**config.mk**
```make
export PLATFORM = sky130hd
export DESIGN_NAME = reg_file_sb
export DESIGN_NICKNAME = d
export VERILOG_FILES = /design/src/rtl/reg_file_pkg.sv /design/src/rtl/reg_busy_tracker.sv /design/src/rtl/reg_file_sb.sv
export SDC_FILE = /design/constraint.sdc
export NUM_CORES = 2
export LEC_CHECK = 0
export BUFFER_PORTS_ARGS = -buffer_cell sky130_fd_sc_hd__buf_2
export CAP_MARGIN = 25
export CORE_MARGIN = 2
export CORE_UTILIZATION = 50
export DETAILED_ROUTE_END_ITERATION = 12
export PLACE_DENSITY_LB_ADDON = 0.15
export SYNTH_ARGS = -nofsm -noshare
export SYNTH_HDL_FRONTEND = slang
export SYNTH_SLANG_ARGS = --single-unit
```
**constraint.sdc**
```tcl
create_clock -name clk -period 5.8 [get_ports clk]
set_clock_uncertainty 0.2 [all_clocks]
set_input_delay 1.74 -clock clk [delete_from_list [all_inputs] [get_ports clk]]
set_output_delay 1.74 -clock clk [all_outputs]
set_load 0.02 [all_outputs]
```
**src/rtl/reg_file_pkg.sv**
```systemverilog
// Shared constants and the byte-merge helper used by the register file write
// path and its same-cycle bypass.
package reg_file_pkg;

  localparam int DEFAULT_DATA_WIDTH = 32;
  localparam int DEFAULT_ADDR_WIDTH = 5;
  localparam int DEFAULT_BYTES      = DEFAULT_DATA_WIDTH / 8;

  // Widest word merge_bytes can handle; callers size-cast in and out of it.
  localparam int MERGE_MAX_WIDTH = 1024;
  localparam int MERGE_MAX_BYTES = MERGE_MAX_WIDTH / 8;

  function automatic logic [MERGE_MAX_WIDTH-1:0] merge_bytes(
    input logic [MERGE_MAX_WIDTH-1:0] oldData,
    input logic [MERGE_MAX_WIDTH-1:0] newData,
    input logic [MERGE_MAX_BYTES-1:0] strb
  );
    logic [MERGE_MAX_WIDTH-1:0] result;
    result = oldData;
    for (int i = 0; i < MERGE_MAX_BYTES; i++) begin
      if (strb[i]) begin
        result[8*i +: 8] = newData[8*i +: 8];
      end
    end
    return result;
  endfunction

endpackage

```
**src/rtl/reg_busy_tracker.sv**
```systemverilog
// Per-register busy bits: set by issue-stage alloc, cleared by writeback,
// wiped by flush or reset.
module reg_busy_tracker
  import reg_file_pkg::*;
#(
  parameter int ADDR_WIDTH = DEFAULT_ADDR_WIDTH,
  parameter bit ZERO_REG   = 1'b1
) (
  input  logic                     clk,
  input  logic                     rst,
  input  logic                     flush,
  input  logic                     alloc_en,
  input  logic [ADDR_WIDTH-1:0]    alloc_addr,
  input  logic                     wen,
  input  logic [ADDR_WIDTH-1:0]    waddr,
  output logic [2**ADDR_WIDTH-1:0] busy_vec
);

  localparam int DEPTH = 2**ADDR_WIDTH;

  logic [DEPTH-1:0] r_busy;
  logic [DEPTH-1:0] w_busyNext;

  // Later assignments override earlier ones, giving flush > alloc > writeback.
  always_comb begin
    w_busyNext = r_busy;
    if (wen) begin
      w_busyNext[waddr] = 1'b0;
    end
    if (alloc_en) begin
      w_busyNext[alloc_addr] = 1'b1;
    end
    if (flush) begin
      w_busyNext = '0;
    end
    if (ZERO_REG) begin
      w_busyNext[0] = 1'b0;
    end
  end

  always_ff @(posedge clk) begin
    if (rst) begin
      r_busy <= '0;
    end else begin
      r_busy <= w_busyNext;
    end
  end

  assign busy_vec = r_busy;

endmodule

```
**src/rtl/reg_file_sb.sv**
```systemverilog
// Two-read/one-write register file with byte strobes, strobe-aware bypass,
// optional hardwired zero register and a busy scoreboard for hazard detection.
module reg_file_sb
  import reg_file_pkg::*;
#(
  parameter int DATA_WIDTH = DEFAULT_DATA_WIDTH,
  parameter int ADDR_WIDTH = DEFAULT_ADDR_WIDTH,
  parameter bit ZERO_REG   = 1'b1
) (
  input  logic                      clk,
  input  logic                      rst,
  input  logic [ADDR_WIDTH-1:0]     raddr1,
  input  logic [ADDR_WIDTH-1:0]     raddr2,
  output logic [DATA_WIDTH-1:0]     rdata1,
  output logic [DATA_WIDTH-1:0]     rdata2,
  output logic                      rbusy1,
  output logic                      rbusy2,
  input  logic                      wen,
  input  logic [ADDR_WIDTH-1:0]     waddr,
  input  logic [DATA_WIDTH-1:0]     wdata,
  input  logic [DATA_WIDTH/8-1:0]   wstrb,
  input  logic                      alloc_en,
  input  logic [ADDR_WIDTH-1:0]     alloc_addr,
  input  logic                      flush,
  output logic [2**ADDR_WIDTH-1:0]  busy_vec
);

  localparam int DEPTH = 2**ADDR_WIDTH;

  logic [DATA_WIDTH-1:0] r_regs [DEPTH];
  logic [DEPTH-1:0]      w_busyVec;
  logic                  w_wenEff;
  logic                  w_hit1;
  logic                  w_hit2;
  logic                  w_isZero1;
  logic                  w_isZero2;
  logic [DATA_WIDTH-1:0] w_merged1;
  logic [DATA_WIDTH-1:0] w_merged2;
  logic [DATA_WIDTH-1:0] w_mergedWr;

  function automatic logic [DATA_WIDTH-1:0] mergeWord(
    input logic [DATA_WIDTH-1:0]   oldData,
    input logic [DATA_WIDTH-1:0]   newData,
    input logic [DATA_WIDTH/8-1:0] strb
  );
    return DATA_WIDTH'(merge_bytes(MERGE_MAX_WIDTH'(oldData),
                                   MERGE_MAX_WIDTH'(newData),
                                   MERGE_MAX_BYTES'(strb)));
  endfunction

  reg_busy_tracker #(
    .ADDR_WIDTH (ADDR_WIDTH),
    .ZERO_REG   (ZERO_REG)
  ) u_busyTracker (
    .clk        (clk),
    .rst        (rst),
    .flush      (flush),
    .alloc_en   (alloc_en),
    .alloc_addr (alloc_addr),
    .wen        (wen),
    .waddr      (waddr),
    .busy_vec   (w_busyVec)
  );

  assign w_wenEff   = wen && !(ZERO_REG && (waddr == '0));
  assign w_mergedWr = mergeWord(r_regs[waddr], wdata, wstrb);

  always_ff @(posedge clk) begin
    if (rst) begin
      for (int i = 0; i < DEPTH; i++) begin
        r_regs[i] <= '0;
      end
    end else if (w_wenEff) begin
      r_regs[waddr] <= w_mergedWr;
    end
  end

  // Bypass is not gated by rst, so a writeback during reset is still visible.
  always_comb begin
    w_hit1    = wen && (waddr == raddr1);
    w_hit2    = wen && (waddr == raddr2);
    w_isZero1 = ZERO_REG && (raddr1 == '0);
    w_isZero2 = ZERO_REG && (raddr2 == '0);
    w_merged1 = mergeWord(r_regs[raddr1], wdata, wstrb);
    w_merged2 = mergeWord(r_regs[raddr2], wdata, wstrb);

    rdata1 = r_regs[raddr1];
    if (w_isZero1) begin
      rdata1 = '0;
    end else if (w_hit1) begin
      rdata1 = w_merged1;
    end

    rdata2 = r_regs[raddr2];
    if (w_isZero2) begin
      rdata2 = '0;
    end else if (w_hit2) begin
      rdata2 = w_merged2;
    end

    rbusy1 = w_busyVec[raddr1] && !w_hit1 && !w_isZero1;
    rbusy2 = w_busyVec[raddr2] && !w_hit2 && !w_isZero2;
  end

  assign busy_vec = w_busyVec;

endmodule

```
=== Yosys cells after proc, flatten, opt, wreduce, memory -nomap -nowiden ===
Memory sizes are Yosys's and may differ from the RTL's.
Index checks and enable logic that the tools add are counted.

* Bits in registers: 32
* Memory bits (writable): 1024
* Output and inout port bits: 98
* Logic and storage cells: 75
* Memories: 1

* Magnitude comparators: 6
* Eq/ne operators: 6
* Multiplexer cells: 34
* Bitwise operators: 3
* Reductions and logical operators: 23

{| class="wikitable"
|+ Memory list
! memory !! depth !! bits a word !! read ports !! clocked after Yosys merged registers in !! write ports !! line !! RTL
|-
| r_regs || 32 || 32 || 2 || 0 || 32 || reg_file_sb.sv:30 || <nowiki>logic [DATA_WIDTH-1:0] r_regs [DEPTH];</nowiki>
|}

{| class="wikitable"
|+ Operator list
! cell !! count
|-
| 2-to-1 mux 32 bit || 7
|-
| 2-to-1 mux 8 bit || 12
|-
| AND 32 bit || 1
|-
| inverter 32 bit || 1
|-
| OR 32 bit || 1
|-
| OR reduction 32 bit || 1
|-
| < comparator 5 x 6 -> 1 bit (second input constant) || 4
|-
| zero test 5 bit || 3
|-
| binary-select mux 1 bit (select 5 bit) || 2
|-
| demux 1 bit (select 5 bit) || 2
|-
| == test 5 bit || 2
|-
| >= comparator 5 x 1 -> 1 bit (second input constant) || 2
|-
| logical AND 1 bit || 9
|-
| 2-to-1 mux 1 bit || 9
|-
| AND reduction 2 bit || 4
|-
| zero test 1 bit || 5
|-
| 2-to-1 mux 5 bit || 1
|-
| 2-to-1 mux 4 bit || 1
|-
| inequality test 1 bit (second input constant) || 4
|-
| OR reduction 2 bit || 1
|}

=== Depth between registers and ports, before layout ===
* Word-level depth: 9
* Depth in mapped cells: 10

=== Hierarchy ===
A second synthesis with hierarchy kept.

* Cells, all modules: 4535
* Area, all modules: 59692.2 µm²

{| class="wikitable"
|+ By module, submodules not included
! module !! instances !! cells an instance !! area an instance (µm²) !! sequential area each (µm²)
|-
| reg_file_sb || 1 || 4405 || 58364.7 || 30749.5
|-
| reg_busy_tracker || 1 || 130 || 1327.5 || 620.6
|}

=== Worst setup path after synthesis ===
OpenSTA, ideal clock, no wires.

* Path kind: input to output
* Start: input port raddr1[1]
* End: output port rdata1[25]
* Data arrival time: 3.611 ns
* Required time: 3.860 ns
* Path slack: 0.249 ns
* Stages on the path: 8
* Cell sequence: buf_4 > buf_4 > buf_2 > buf_1 > nor3_1 > a2111oi_0 > a21oi_1 > o21ai_0

* Longest elaborated chain between the ends: 4
* Elaborated cells between the ends (all ways): 7
* Classes of those cells: eq/ne: 1; mux: 3; reduce/logical: 2; memory: 1

{| class="wikitable"
|+ RTL lines
! what !! line !! RTL
|-
| start: declaration || reg_file_sb.sv:12 || <nowiki>input logic [ADDR_WIDTH-1:0] raddr1,</nowiki>
|-
| memory read (32 x 32 bit) or == test 5 bit (tied branches) || n/a ||
|-
| 2-to-1 mux 8 bit or logical AND 1 bit (tied branches) || reg_file_pkg.sv:21, reg_file_sb.sv:80 ||
|-
| 2-to-1 mux 32 bit || reg_file_sb.sv:90 || <nowiki>end else if (w_hit1) begin</nowiki>
|-
| 2-to-1 mux 32 bit * || reg_file_sb.sv:88 || <nowiki>if (w_isZero1) begin</nowiki>
|-
| end: declaration || reg_file_sb.sv:14 || <nowiki>output logic [DATA_WIDTH-1:0] rdata1,</nowiki>
|}

Every way passes the cells marked *; elsewhere a longest branch is shown, timed or not.

=== Worst setup path after layout ===
* Start: input port raddr1[1]
* End: output port rdata1[13]

Same word-level chain as after synthesis.

==> flow_summary.ini <==
[worst_setup_path]
reg2reg_depth = 2
critPathBufInv = 3
path_delay_family = multiplexers
path_cells = buf_8 -> buf_12 -> mux4_2 -> mux4_2 -> o211ai_1 -> nand2_2 -> buf_6
startpoint_type = input pin
timing.critical_path.arrival_ns = 3.91
worstSetupEndpointType = output pin
r2r_start = u_busyTracker.busy_vec[3]$_SDFF_PP0_
critical_path.max_fanout = 52
cp-startpoint = raddr1[1]
path_common_cell = mux4_2
cp_slowest_cell = mux4_2
worstSetupPathType = input pin to output pin
worstPathRequired_ns = 3.86
worst-path-stages = 7
cpPeakStageDelay_ns = 0.54
r2r_setup_slack_ns = 4.86

[synth]
synth_edf_count = 1024
synth_area_um2 = 58400
ys_warn_count = 0
yosys_most_used_dff = edfxtp_1
synth_cells = 4244
syn_avg_cell_area_um2 = 13.8
ys_async_sr_fraction = 0
synth.distinct_cells = 55
synth.yosys.seq_area_share = 0.537
yosys_register_bits = 1055

[detailed_routing]
drc = 0
viasPerCell = 6.52
postRouteAntennaNets = 0
vias = 41004
wl_mm = 199
wl_per_cell_um = 31.7
drtIter0Drc = 5697
firstDrtPassIters = 9

[grt]
grt_pass1_vias = 39694
gr-usage-all-layers = 0.327
grtUsageMet1 = 0.459
antenna_found_initial = 10
grt_max_degree = 66
grt-ovfl-total = 0
use_met2 = 0.490
top_usage_layer = met2
grt.met3_usage = 0.0787
grt_pass1_wl_mm = 283

[layout]
area_delta_synth_final_pct = 17.5
final_common_cell = edfxtp_1
fin_nets = 4720
fillers = 9144
drive_above_1_share = 0.301
mostFrequentLayoutCells = edfxtp_1, and2_1, mux4_2
final_cells = 6288

[outcome]
status = finished with violations
violations = setup timing

[sta]
setup_viol = 6
rsz0062_at_grt = true
fin_crit_ns = 5.85
maxSlewHeadroom = 0.237
min_period_over_period = 1.01
slew_viol_final = 0
worst_slack_ns = -0.0527
tightest_slew_ns = 1.14
fmax_ghz = 0.171
finalHoldViolCount = 0
finalSetupTns_ns = -0.130

[clock_tree]
clk_pin_slew_ns = 0.07
clock_path_buffers = 3
cts_hold_buf = 0
cts_tree = built
clk_latency_ns = 0.71
cts_num_sinks = 1055
htree_levels = 3
cts_buffers = 116
clockRootBuffer = clkbuf_16

[worst_hold_path]
hp-start = u_busyTracker.busy_vec[26]$_SDFF_PP0_
hold_path_class = flop to flop
min_path_cells = 2

[run]
maxCapViolations = 0

[placed_design]
gp_congestion = 0.945
io_buffers = 157
hpwl_mm = 140
placedCellCount = 6017

[die]
coreArea_um2 = 116000
start_util = 0.504
die-height_um = 346
die_w_um = 346
rows = 125
io_pins = 159
dieArea_um2 = 120000

[power_and_ir_drop]
p_leak_nw = 25.3
power_density_nw_per_um2 = 286
irDropWorstVdd_v = 0.000227
-- through the flow --
step	utilization	cell area (µm²)	hold WS, ns	total power (W)	worst slack [ns]
after floorplan	-	58600	0.435	0.0106	0.249
after global placement	0.546	63400	0.339	0.0117	-0.308
after detailed placement	0.546	63400	0.337	0.0117	-0.278
after CTS	0.585	67900	0.355	0.0196	-0.0562
after global routing	0.592	68600	0.407	0.0201	-0.0298
final	0.592	68700	0.360	0.0196	-0.0527
-- per-layer routing --
metal  wire length [µm]  vias to the layer above  part of all wire
met3              23100                      471              0.12
li1                   -                    17116                 -
met1              78100                    20817              0.39
met4               8930                       16             0.045
met2              88900                     2584              0.45
met5                111                        -           0.00056
-- tightest hold or removal path: cells and delay by family, from the launching register on --
| family | cells | cell delay [ns] |
|---|---|---|
| DFF | 1 | 0.37 |
| AOI/OAI and AO/OA | 1 | 0.08 |
| and+or+nand+nor | 1 | 0.08 |
-- final timing paths --
path                                                         endpoint
worst max-delay path                                       rdata1[13]
worst min-delay path            u_busyTracker.busy_vec[26]$_SDFF_PP0_
worst max register to register   u_busyTracker.busy_vec[3]$_SDFF_PP0_
worst min register to register  u_busyTracker.busy_vec[26]$_SDFF_PP0_
-- state kept, by name (all words and copies together), names as in the netlist --
name                    flops
r_regs                   1024
u_busyTracker.busy_vec     31
-- cells by family after synthesis --
kind of cell | synth area share
xor+xnor | 0.00150
flops | 0.537
other cells | 0.0000642
buf+inv | 0.0323
compound gates | 0.0638
simple gates | 0.153
mux | 0.212
-- synth_stat cells, drive strengths merged (13+ instances only) --
cell type	number	area (µm²)
a211o	23	201
a211oi	22	165
a21o	19	143
a21oi	67	335
a221o	14	140
a221oi	140	1230
a222oi	13	130
a22oi	106	796
and2	998	6240
buf	164	1100
clkbuf	204	766
dfxtp	31	621
edfxtp	1024	30700
mux2i	316	3160
mux4	406	9140
nand2	129	484
nand3	56	280
nor2	190	713
nor2b	29	181
o21ai	73	365
or2	126	788
-- final cells by class --
class                           instances  area (µm²)  area share
Antenna cell                            3        7.51    0.000109
Clock buffer                          135        3050      0.0444
Clock inverter                         85         972      0.0142
Inverter                                5        23.8    0.000346
Multi-Input combinational cell       2849       25700       0.375
Sequential cell                      1055       31400       0.457
Tap cell                             1524        1910      0.0278
Timing Repair Buffer                  632        5600      0.0816
-- report_power, final --
part	total (W)	switching [W]	leakage (nW)	internal (W)
registers	0.00899	0.000241	9.99	0.00875
clock network	0.00785	0.00321	1.93	0.00464
logic	0.00278	0.00158	13.4	0.00120
total	0.0196	0.00503	25.3	0.0146
-- timing repair --
| item | CTS | global route |
|---|---|---|
| cloned | 5 | 4 |
| resized for setup | 59 | 87 |
| buffers inserted | 17 | 24 |
| pin swaps | 9 | 27 |
| setup endpoints to repair | 60 | 58 |
No activity file was read; power rests on OpenSTA's default activity.
